`src/rtl/powerup_pkg.sv`:
```
// Shared definitions for the power-up scheduler slice.
//   state_t          : scheduler states (IDLE, ACTIVE, COOLDOWN)
//   FRAME_W          : width of the frame counter (frames_left)
//   DEFAULT_NUM_REQ  : default number of power-up requesters
package powerup_pkg;

    typedef enum logic [1:0] {
        IDLE     = 2'd0,
        ACTIVE   = 2'd1,
        COOLDOWN = 2'd2
    } state_t;

    localparam int FRAME_W         = 8;
    localparam int DEFAULT_NUM_REQ = 4;

endpackage : powerup_pkg

```
`src/rtl/powerup_scheduler_if.sv`:
```
// Handshake bundle between a frame/requester source and the scheduler.
//   master : drives start_of_frame, req, cancel; observes scheduler status
//   slave  : the scheduler side (inputs above, status outputs below)
//   start_of_frame, req[NUM_REQ], cancel   -> scheduler
//   powerup_active, grant_id, grant_pulse,
//   frames_left[8], pending[NUM_REQ]       <- scheduler
interface powerup_scheduler_if #(
    parameter int NUM_REQ = 4
);
    import powerup_pkg::*;

    logic                       start_of_frame;
    logic [NUM_REQ-1:0]         req;
    logic                       cancel;
    logic                       powerup_active;
    logic [$clog2(NUM_REQ)-1:0] grant_id;
    logic                       grant_pulse;
    logic [FRAME_W-1:0]         frames_left;
    logic [NUM_REQ-1:0]         pending;

    modport master (
        output start_of_frame, req, cancel,
        input  powerup_active, grant_id, grant_pulse, frames_left, pending
    );

    modport slave (
        input  start_of_frame, req, cancel,
        output powerup_active, grant_id, grant_pulse, frames_left, pending
    );

endinterface : powerup_scheduler_if

```
`src/rtl/powerup_scheduler_rr_arbiter.sv`:
```
// Combinational round-robin arbiter.
//   request    : candidate vector, one bit per requester
//   last_grant : index of the most recent grant
//   winner     : first set request searching upward from last_grant+1 (wraps)
//   valid      : at least one request bit is set
module rr_arbiter #(
    parameter int NUM_REQ = 4
) (
    input  logic [NUM_REQ-1:0]         request,
    input  logic [$clog2(NUM_REQ)-1:0] last_grant,
    output logic [$clog2(NUM_REQ)-1:0] winner,
    output logic                       valid
);

    localparam int IDW = $clog2(NUM_REQ);

    // Walk offsets from farthest to nearest so the nearest set bit overwrites last.
    always_comb begin
        winner = last_grant;
        valid  = 1'b0;
        for (int i = NUM_REQ; i >= 1; i--) begin
            if (request[IDW'((int'(last_grant) + i) % NUM_REQ)]) begin
                winner = IDW'((int'(last_grant) + i) % NUM_REQ);
                valid  = 1'b1;
            end else begin
                winner = winner;
                valid  = valid;
            end
        end
    end

endmodule : rr_arbiter

```
`src/rtl/powerup_scheduler.sv`:
```
// Frame-timed power-up scheduler: grants one requester at a time for
// POWERUP_FRAMES frames, then locks out grants for COOLDOWN_FRAMES frames.
//   clk   : system clock
//   reset : asynchronous, active-high reset
//   bus   : slave modport of powerup_scheduler_if (requests in, status out)
// All status outputs are driven straight from registers.
module powerup_scheduler
    import powerup_pkg::*;
#(
    parameter int NUM_REQ         = DEFAULT_NUM_REQ,
    parameter int POWERUP_FRAMES  = 40,
    parameter int COOLDOWN_FRAMES = 10
) (
    input  logic                clk,
    input  logic                reset,
    powerup_scheduler_if.slave  bus
);

    localparam int IDW = $clog2(NUM_REQ);
    localparam logic [FRAME_W-1:0] POWERUP_LOAD  = FRAME_W'(POWERUP_FRAMES);
    localparam logic [FRAME_W-1:0] COOLDOWN_LOAD = FRAME_W'(COOLDOWN_FRAMES);
    localparam logic [NUM_REQ-1:0] ONE_HOT_LSB   = {{(NUM_REQ-1){1'b0}}, 1'b1};

    state_t             state_r;
    logic               active_r;
    logic [IDW-1:0]     grant_id_r;
    logic               grant_pulse_r;
    logic [FRAME_W-1:0] frames_r;
    logic [NUM_REQ-1:0] pending_r;

    logic [NUM_REQ-1:0] cand_s;
    logic [IDW-1:0]     winner_s;
    logic               valid_s;
    logic [NUM_REQ-1:0] win_mask_s;
    logic [NUM_REQ-1:0] own_mask_s;
    logic               own_req_s;
    logic               last_frame_s;

    assign cand_s       = pending_r | bus.req;
    assign win_mask_s   = ONE_HOT_LSB << winner_s;
    assign own_mask_s   = ONE_HOT_LSB << grant_id_r;
    assign own_req_s    = |(bus.req & own_mask_s);
    assign last_frame_s = bus.start_of_frame && (frames_r <= 8'd1);

    rr_arbiter #(
        .NUM_REQ (NUM_REQ)
    ) u_arb (
        .request    (cand_s),
        .last_grant (grant_id_r),
        .winner     (winner_s),
        .valid      (valid_s)
    );

    // Scheduler state machine and all registered outputs.
    always_ff @(posedge clk or posedge reset) begin
        if (reset) begin
            state_r       <= IDLE;
            active_r      <= 1'b0;
            grant_id_r    <= IDW'(NUM_REQ - 1);
            grant_pulse_r <= 1'b0;
            frames_r      <= 8'd0;
            pending_r     <= '0;
        end else begin
            case (state_r)
                IDLE: begin
                    if (valid_s) begin
                        state_r       <= ACTIVE;
                        active_r      <= 1'b1;
                        grant_pulse_r <= 1'b1;
                        grant_id_r    <= winner_s;
                        frames_r      <= POWERUP_LOAD;
                        // Winner's bit clears even if its req arrives this cycle.
                        pending_r     <= cand_s & ~win_mask_s;
                    end else begin
                        active_r      <= 1'b0;
                        grant_pulse_r <= 1'b0;
                        frames_r      <= 8'd0;
                        pending_r     <= cand_s;
                    end
                end
                ACTIVE: begin
                    grant_pulse_r <= 1'b0;
                    // The owner's own req is a retrigger, never a pending request.
                    pending_r     <= pending_r | (bus.req & ~own_mask_s);
                    if (bus.cancel || (!own_req_s && last_frame_s)) begin
                        active_r <= 1'b0;
                        if (COOLDOWN_FRAMES > 0) begin
                            state_r  <= COOLDOWN;
                            frames_r <= COOLDOWN_LOAD;
                        end else begin
                            state_r  <= IDLE;
                            frames_r <= 8'd0;
                        end
                    end else if (own_req_s) begin
                        frames_r <= POWERUP_LOAD;
                    end else if (bus.start_of_frame) begin
                        frames_r <= frames_r - 8'd1;
                    end else begin
                        frames_r <= frames_r;
                    end
                end
                COOLDOWN: begin
                    active_r      <= 1'b0;
                    grant_pulse_r <= 1'b0;
                    pending_r     <= cand_s;
                    if (last_frame_s) begin
                        state_r  <= IDLE;
                        frames_r <= 8'd0;
                    end else if (bus.start_of_frame) begin
                        frames_r <= frames_r - 8'd1;
                    end else begin
                        frames_r <= frames_r;
                    end
                end
                default: begin
                    state_r       <= IDLE;
                    active_r      <= 1'b0;
                    grant_pulse_r <= 1'b0;
                    frames_r      <= 8'd0;
                    pending_r     <= '0;
                end
            endcase
        end
    end

    assign bus.powerup_active = active_r;
    assign bus.grant_id       = grant_id_r;
    assign bus.grant_pulse    = grant_pulse_r;
    assign bus.frames_left    = frames_r;
    assign bus.pending        = pending_r;

endmodule : powerup_scheduler

```
`src/flat_wrapper.sv`:
```
// flat-port wrapper written by rule: the top's interface ports become plain ports
module powerup_scheduler_flat import powerup_pkg::*;
#(
    parameter int NUM_REQ         = DEFAULT_NUM_REQ,
    parameter int POWERUP_FRAMES  = 40,
    parameter int COOLDOWN_FRAMES = 10
)
  (clk, reset, bus_start_of_frame, bus_req, bus_cancel, bus_powerup_active, bus_grant_id, bus_grant_pulse, bus_frames_left, bus_pending);
  powerup_scheduler_if #(.NUM_REQ(NUM_REQ)) bus_i ();
  input  logic clk;
  input  logic reset;
  input wire logic [$bits(bus_i.start_of_frame)-1:0] bus_start_of_frame;
  input wire logic [$bits(bus_i.req)-1:0] bus_req;
  input wire logic [$bits(bus_i.cancel)-1:0] bus_cancel;
  output wire logic [$bits(bus_i.powerup_active)-1:0] bus_powerup_active;
  output wire logic [$bits(bus_i.grant_id)-1:0] bus_grant_id;
  output wire logic [$bits(bus_i.grant_pulse)-1:0] bus_grant_pulse;
  output wire logic [$bits(bus_i.frames_left)-1:0] bus_frames_left;
  output wire logic [$bits(bus_i.pending)-1:0] bus_pending;
  assign bus_i.start_of_frame = bus_start_of_frame;
  assign bus_i.req = bus_req;
  assign bus_i.cancel = bus_cancel;
  assign bus_powerup_active = bus_i.powerup_active;
  assign bus_grant_id = bus_i.grant_id;
  assign bus_grant_pulse = bus_i.grant_pulse;
  assign bus_frames_left = bus_i.frames_left;
  assign bus_pending = bus_i.pending;
  powerup_scheduler #(.NUM_REQ(NUM_REQ), .POWERUP_FRAMES(POWERUP_FRAMES), .COOLDOWN_FRAMES(COOLDOWN_FRAMES)) u_core (.clk(clk), .reset(reset), .bus(bus_i));
endmodule
```
`config.mk`:
```
export PLATFORM = sky130hd
export DESIGN_NAME = powerup_scheduler_flat
export DESIGN_NICKNAME = d
export VERILOG_FILES = /design/src/rtl/powerup_pkg.sv /design/src/rtl/powerup_scheduler_if.sv /design/src/rtl/powerup_scheduler_rr_arbiter.sv /design/src/rtl/powerup_scheduler.sv /design/src/flat_wrapper.sv
export SDC_FILE = /design/constraint.sdc
export NUM_CORES = 1
export LEC_CHECK = 0
export ABC_AREA = 1
export CORE_MARGIN = 5
export CORE_UTILIZATION = 50
export DETAILED_ROUTE_END_ITERATION = 8
export PLACE_DENSITY = 0.87
export SETUP_SLACK_MARGIN = 0.4
export SLEW_MARGIN = 20
export SYNTH_ARGS = -nofsm -noshare
export SYNTH_HDL_FRONTEND = slang
export SYNTH_SLANG_ARGS = --single-unit
```
`constraint.sdc`:
```
create_clock -name clk -period 2.4 [get_ports clk]
set_input_delay 0.36 -clock clk [delete_from_list [all_inputs] [get_ports clk]]
set_output_delay 0.36 -clock clk [all_outputs]
set_load 0.01 [all_outputs]
```
==> impl_metrics.tcl, run 1 <==
set metrics [dict create \
    hold_violations 0 \
    drt_iter0_markers 71 \
    ff2ff_setup_slack_ps 510 \
    crit_path_cell_trace "buf_4 > clkdlybuf4s50_1" \
    yosys_warnings 0 \
    antenna_cells 0 \
    globalRouteOverflowTotal 0 \
    num_rows 18 \
    clock_latency_ps 290 \
    htreeDepth 1 \
    critPathKind "reg -> out" \
    fin_util_pct 65.1 \
    grt_pass1_vias 1237 \
    synth_nets 181 \
    final_cells 227 \
    cp.arrival_ps 1530 \
    routedWlPerCell_um 13.5 \
    worstPathMaxFanout 5 \
    drcViolationCount 0 \
    ys_types 26 \
    end_kind "output port" \
    whs_ps 457 \
    timing.rr.start "u_core.bus.grant_id[1]$_DFFE_PP1P_" \
    final-max-slew-violation-count 0 \
    synth_area_per_cell_um2 7.36 \
    start_util_pct 51.0 \
    gr-usage-all-layers_pct 19.2 \
    num_vias 1199 \
    tns_ps 0 \
    synth_area_um2 1230 \
    synthCells 167 \
    clkTransAtPathRegs_ps 110 \
    worst-endpoint-required_ps 2040 \
    vdd.ir_drop.worst_uv 1100 \
    pre_cts_ws_ps 334 \
    coreArea_um2 2410 \
    firstDrtPassIters 4 \
    synth-async-reset-ratio_pct 100 \
    yosys_register_bits 18 \
    final_area_um2 1570 \
    design.die.area_um2 3550 \
    die_w_um 59.6 \
    synth_flop_cell "dfrtp_1" \
    postPlaceCellArea_um2 1490 \
    drive_above_1_share_pct 11.7 \
    grt_max_degree 19 \
    fin_nets 212 \
    hold_class "in -> async" \
    die_h_um 59.6 \
    synthDominantCellAreaShare_pct 32.6 \
    power_mw 2.33 \
    dp_hpwl_um 2340 \
    layout_min_cycle_time_ps 1890 \
    numClockSinks 18 \
    grt_pass1_wl_um 5220 \
    drv_cap 0 \
    slew_headroom_pct 54.2 \
    ys_seq_area_share_pct 36.8 \
    fin_ws_ps 505 \
    status "finished clean" \
    root_buffer "clkbuf_4" \
    postCtsHoldBufs 0 \
    synth_largest_area_cell "dfrtp_1" \
    antenna_found_initial 0 \
    p_per_area_nw_per_um2 1490 \
    grt_setup_unrepaired "no" \
    cp_slowest_cell "dfstp_2" \
    ioPinCount 24 \
    cts_buffer_depth 2 \
    drt-total-wl_um 3060 \
    worst_slew_pin_slew_ps 686 \
    place_inst 219 \
    r2r-end "u_core.bus.frames_left[6]$_DFF_PP0_" \
    io_buffers 23 \
    clock_skew_ps 10.1 \
    fmax_mhz 528 \
    setup_viol 0 \
    reg2reg_depth 9 \
    cts_tree "done" \
    post-synth-top-count-cell "nand2_1" \
    place_congestion 0.945 \
    synth_edf_count 0 \
    cts_buffers 3 \
    power.leakage_nw 0.763 \
    synthToLayoutAreaGrowth_pct 27.5 \
    critPathMaxStageDelay_ps 570 \
    yosys-top-cells-area "dfrtp_1 (33%), nand2_1 (12%), inv_1 (8.5%)" \
    synth_common_cells "nand2_1 (40), inv_1 (28), dfrtp_1 (16), nor2_1 (16), nand3_1 (14)" \
    ant_nets 0 \
    routed_via_density 5.28 \
    startpoint_type "flop" \
    timing.final.crit_share_pct 78.9 \
]
-- cell families after synthesis --
kind of cell	Yosys count	share of synthesized area (%)
AND/OR/NAND/NOR	80	29.3
flip-flops	18	36.8
XOR/XNOR	7	4.98
adder cells (fa/ha/maj)	6	6.10
AO/OA/AOI/OAI	25	12.5
buffers and inverters	31	10.3
-- final cells by class --
class | count | area [um2]
Clock buffer | 4 | 26.3
Sequential cell | 18 | 453
Timing Repair Buffer | 27 | 260
Fill cell | 210 | 842
Inverter | 30 | 115
Multi-Input combinational cell | 118 | 676
Tap cell | 30 | 37.5
-- worst max-delay path, delay by kind of cell, from the launching register on --
family | cells | cell delay, ps
buf+inv | 2 | 690
flops | 1 | 570
-- worst max path at each step --
stage | from | depth (start not counted) | to
2_1_floorplan | u_core.bus.grant_id[0]$_DFFE_PP1P_ | 10 | u_core.bus.frames_left[5]$_DFF_PP0_
3_3_place_gp | u_core.bus.grant_id[0]$_DFFE_PP1P_ | 9 | u_core.bus.frames_left[0]$_DFF_PP0_
3_5_place_dp | bus_start_of_frame | 8 | u_core.bus.frames_left[4]$_DFF_PP0_
4_1_cts | u_core.bus.grant_id[0]$_DFFE_PP1P_ | 9 | u_core.bus.frames_left[4]$_DFF_PP0_
5_1_grt | u_core.bus.grant_id[0]$_DFFE_PP1P_ | 9 | u_core.bus.frames_left[4]$_DFF_PP0_
6_report | u_core.bus.grant_id[1]$_DFFE_PP1P_ | 2 | bus_grant_id[1]
-- cells in the final DEF (no fill, tap or decap), types with 2 or more instances in the layout --
| cell type | synthesis | routed |
|---|---|---|
| a21oi_1 | 8 | 8 |
| buf_4 | 0 | 4 |
| clkbuf_4 | 0 | 3 |
| clkdlybuf4s50_1 | 0 | 23 |
| dfrtp_1 | 16 | 16 |
| dfstp_2 | 2 | 2 |
| ha_1 | 6 | 4 |
| inv_1 | 28 | 27 |
| nand2_1 | 40 | 39 |
| nand2_2 | 2 | 3 |
| nand3_1 | 14 | 14 |
| nand4_1 | 2 | 2 |
| nor2_1 | 16 | 16 |
| nor2_4 | 2 | 2 |
| nor3_2 | 2 | 2 |
| o21ai_0 | 9 | 8 |
| o21ai_1 | 1 | 2 |
| o22ai_1 | 2 | 2 |
| xnor2_1 | 2 | 2 |
| xor2_1 | 5 | 5 |
-- power breakdown --
part / internal, mW / switching, mW
Clock: 0.0646 / 0.0927
Sequential: 0.453 / 0.109
Combinational: 0.676 / 0.938
Total: 1.19 / 1.14
-- registers in the layout, summed over array words and instances (netlist names) --
| register | flops |
|---|---|
| u_core.bus.frames_left | 8 |
| u_core.bus.powerup_active | 1 |
| u_core.state_r | 2 |
| u_core.bus.pending | 4 |
| u_core.bus.grant_pulse | 1 |
| u_core.bus.grant_id | 2 |
-- timing repair --
action                     CTS  global route
pin swaps                    0             3
gates resized for setup      0             6
setup endpoints to repair    7             9
hold endpoints to repair     0             0
setup buffers                2             2
-- metal layers --
layer | vias to the layer above | wire length, um | global-route usage (%)
met5 | - | 0 | 0
li1 | 589 | - | -
met1 | 560 | 1220 | 21.5
met3 | 12 | 125 | 1.31
met4 | 0 | 110 | 9.81
met2 | 38 | 1600 | 35.7
No activity file was read; power rests on OpenSTA's default activity.
==> inputs of run 2 (changes only) <==
clock period = 1.9 ns   (was 2.4 ns; I/O delays follow)
==> run 2 against run 1 <==
Largest power group unchanged; highest routed layer unchanged; register-to-register slack got worse by 430 ps; sequential power increased by 27%; non-clock buffer count rose by 8; die area unchanged; via count grew 6.9%; setup slack got worse by 430 ps; design area grew 13%; core utilization grew 8.6 points; critical endpoint is now u_core.bus.frames_left[4]$_DFF_PP0_; combinational power increased by 59%.
==> impl_metrics.tcl, run 2 (synthesis results as in run 1) <==
set metrics [dict create \
    dp_hpwl_um 2500 \
    final_area_um2 1770 \
    hold_violations 0 \
    hold_class "in -> async" \
    nFillCells 179 \
    fin_util_pct 73.6 \
    synthToLayoutAreaGrowth_pct 44.3 \
    ioPinCount 24 \
    cts_buffer_depth 2 \
    fmax_mhz 548 \
    vdd.ir_drop.worst_uv 1460 \
    place_congestion 0.950 \
    num_rows 18 \
    timing.final.crit_share_pct 96.1 \
    globalRouteOverflowTotal 0 \
    firstDrtPassIters 4 \
    grt_pass1_vias 1318 \
    drt_iter0_markers 49 \
    ant_nets 0 \
    num_vias 1282 \
    coreArea_um2 2410 \
    end_kind "flop" \
    final-max-slew-violation-count 0 \
    die_w_um 59.6 \
    pre_cts_ws_ps -14.2 \
    worst-endpoint-required_ps 2100 \
    grt_pass1_wl_um 6040 \
    layout_min_cycle_time_ps 1830 \
    gr-usage-all-layers_pct 22.9 \
    start_util_pct 51.0 \
    fin_nets 221 \
    postPlaceCellArea_um2 1580 \
    cp.arrival_ps 2030 \
    drv_cap 0 \
    clkTransAtPathRegs_ps 110 \
    drive_above_1_share_pct 30.1 \
    regArea_um2 453 \
    setup_viol 0 \
    p_per_area_nw_per_um2 1980 \
    slew_headroom_pct 55.2 \
    cts_tree "done" \
    status "finished clean" \
    multi_input_area_um2 816 \
    drcViolationCount 0 \
    fin_ws_ps 74.8 \
    routedWlPerCell_um 15.5 \
    io_buffers 23 \
    htreeDepth 1 \
    numClockSinks 18 \
    clock_skew_ps 8.81 \
    grt_setup_unrepaired "yes" \
    root_buffer "clkbuf_4" \
    worst_slew_pin_slew_ps 671 \
    grt_max_degree 19 \
    die_h_um 59.6 \
    startpoint_type "flop" \
    cts_buffers 3 \
    critPathKind "reg -> reg" \
    layout_commonest_cell "nand2_1" \
    antenna_cells 0 \
    worstPathMaxFanout 5 \
    drt-total-wl_um 3650 \
    layout_common_cells "nand2_1 (28), inv_1 (23), dfrtp_1 (16), nor2_1 (15), dlygate4sd2_1 (12)" \
    routed_via_density 5.43 \
    clock_latency_ps 310 \
    antenna_found_initial 0 \
    power.leakage_nw 0.909 \
    design.die.area_um2 3550 \
    largest_reg_flops 8 \
]
## run 2: cell types whose count changed in the layout (fill, tap and decap cells not counted), sizes merged
cell / delta
buf: +9
nand2: +1
dlygate4sd2: +12
clkdlybuf4s50: -15
dlymetal6s2s: +2
## run 2: routing by layer
metal,wire [um],share of wire (%),vias up,global-route usage [%]
li1,-,-,611,-
met2,2070,57,50,44.9
met4,131,3.6,0,11.4
met5,0,0,-,0
met3,170,4.7,10,1.96
met1,1290,35,611,23.7
## run 2: layout make-up
class | instances | share of cell area, %
tap | 30 | 2.12
inverter | 30 | 6.91
sequential | 18 | 25.5
multi-input combinational | 119 | 46.0
clock buffer | 4 | 2.05
timing repair buffer | 35 | 17.4
## run 2: worst max-delay path: stages, from the launching register on
cell and delay, ps:
dfstp_2 640, inv_8 50, ha_4 160, a22o_4 230
nor2_4 130, nand2_2 80, nand2_4 100, nor2_4 60
a21oi_4 210, nor2_1 60
## run 2: path summary, 6_finish.rpt
kind | from | endpoint | slack [ps] | cells past startpoint
max | u_core.bus.grant_id[0]$_DFFE_PP1P_ | u_core.bus.frames_left[4]$_DFF_PP0_ | 70 | 9
min | reset | u_core.bus.powerup_active$_DFFE_PP0P_ | 370 | 2
max reg2reg | u_core.bus.grant_id[0]$_DFFE_PP1P_ | u_core.bus.frames_left[4]$_DFF_PP0_ | 70 | 9
min reg2reg | u_core.bus.powerup_active$_DFFE_PP0P_ | u_core.bus.powerup_active$_DFFE_PP0P_ | 510 | 2
max in group asynchronous | reset | u_core.bus.frames_left[0]$_DFF_PP0_ | 1090 | 2
min in group clk | u_core.bus.powerup_active$_DFFE_PP0P_ | u_core.bus.powerup_active$_DFFE_PP0P_ | 510 | 2
## run 2: report_power, final
part | internal, mW | leakage [nW] | switching [mW]
Sequential | 0.572 | 0.222 | 0.143
Clock | 0.117 | 0.0210 | 0.126
Combinational | 1.03 | 0.666 | 1.53
## run 2: what timing repair did
action                                 CTS  global route
setup buffers                            6             1
pin swaps                                9             1
gates cloned                             1             0
gates resized for setup                 39            15
setup endpoints to repair               32            21
hold buffers                             0             0
endpoints found under the hold margin    0             0
## run 2: through the flow
step / power (mW) / hold slack [ps] / cells / TNS (ps)
2_1_floorplan: 2.15 / 222 / 167 / 0
3_3_place_gp: 2.81 / 482 / 224 / 0
3_5_place_dp: 2.87 / 481 / 224 / -24.8
4_1_cts: 3.35 / 414 / 235 / 0
5_1_grt: 3.81 / 438 / 236 / -13.8
6_report: 3.52 / 374 / 236 / 0
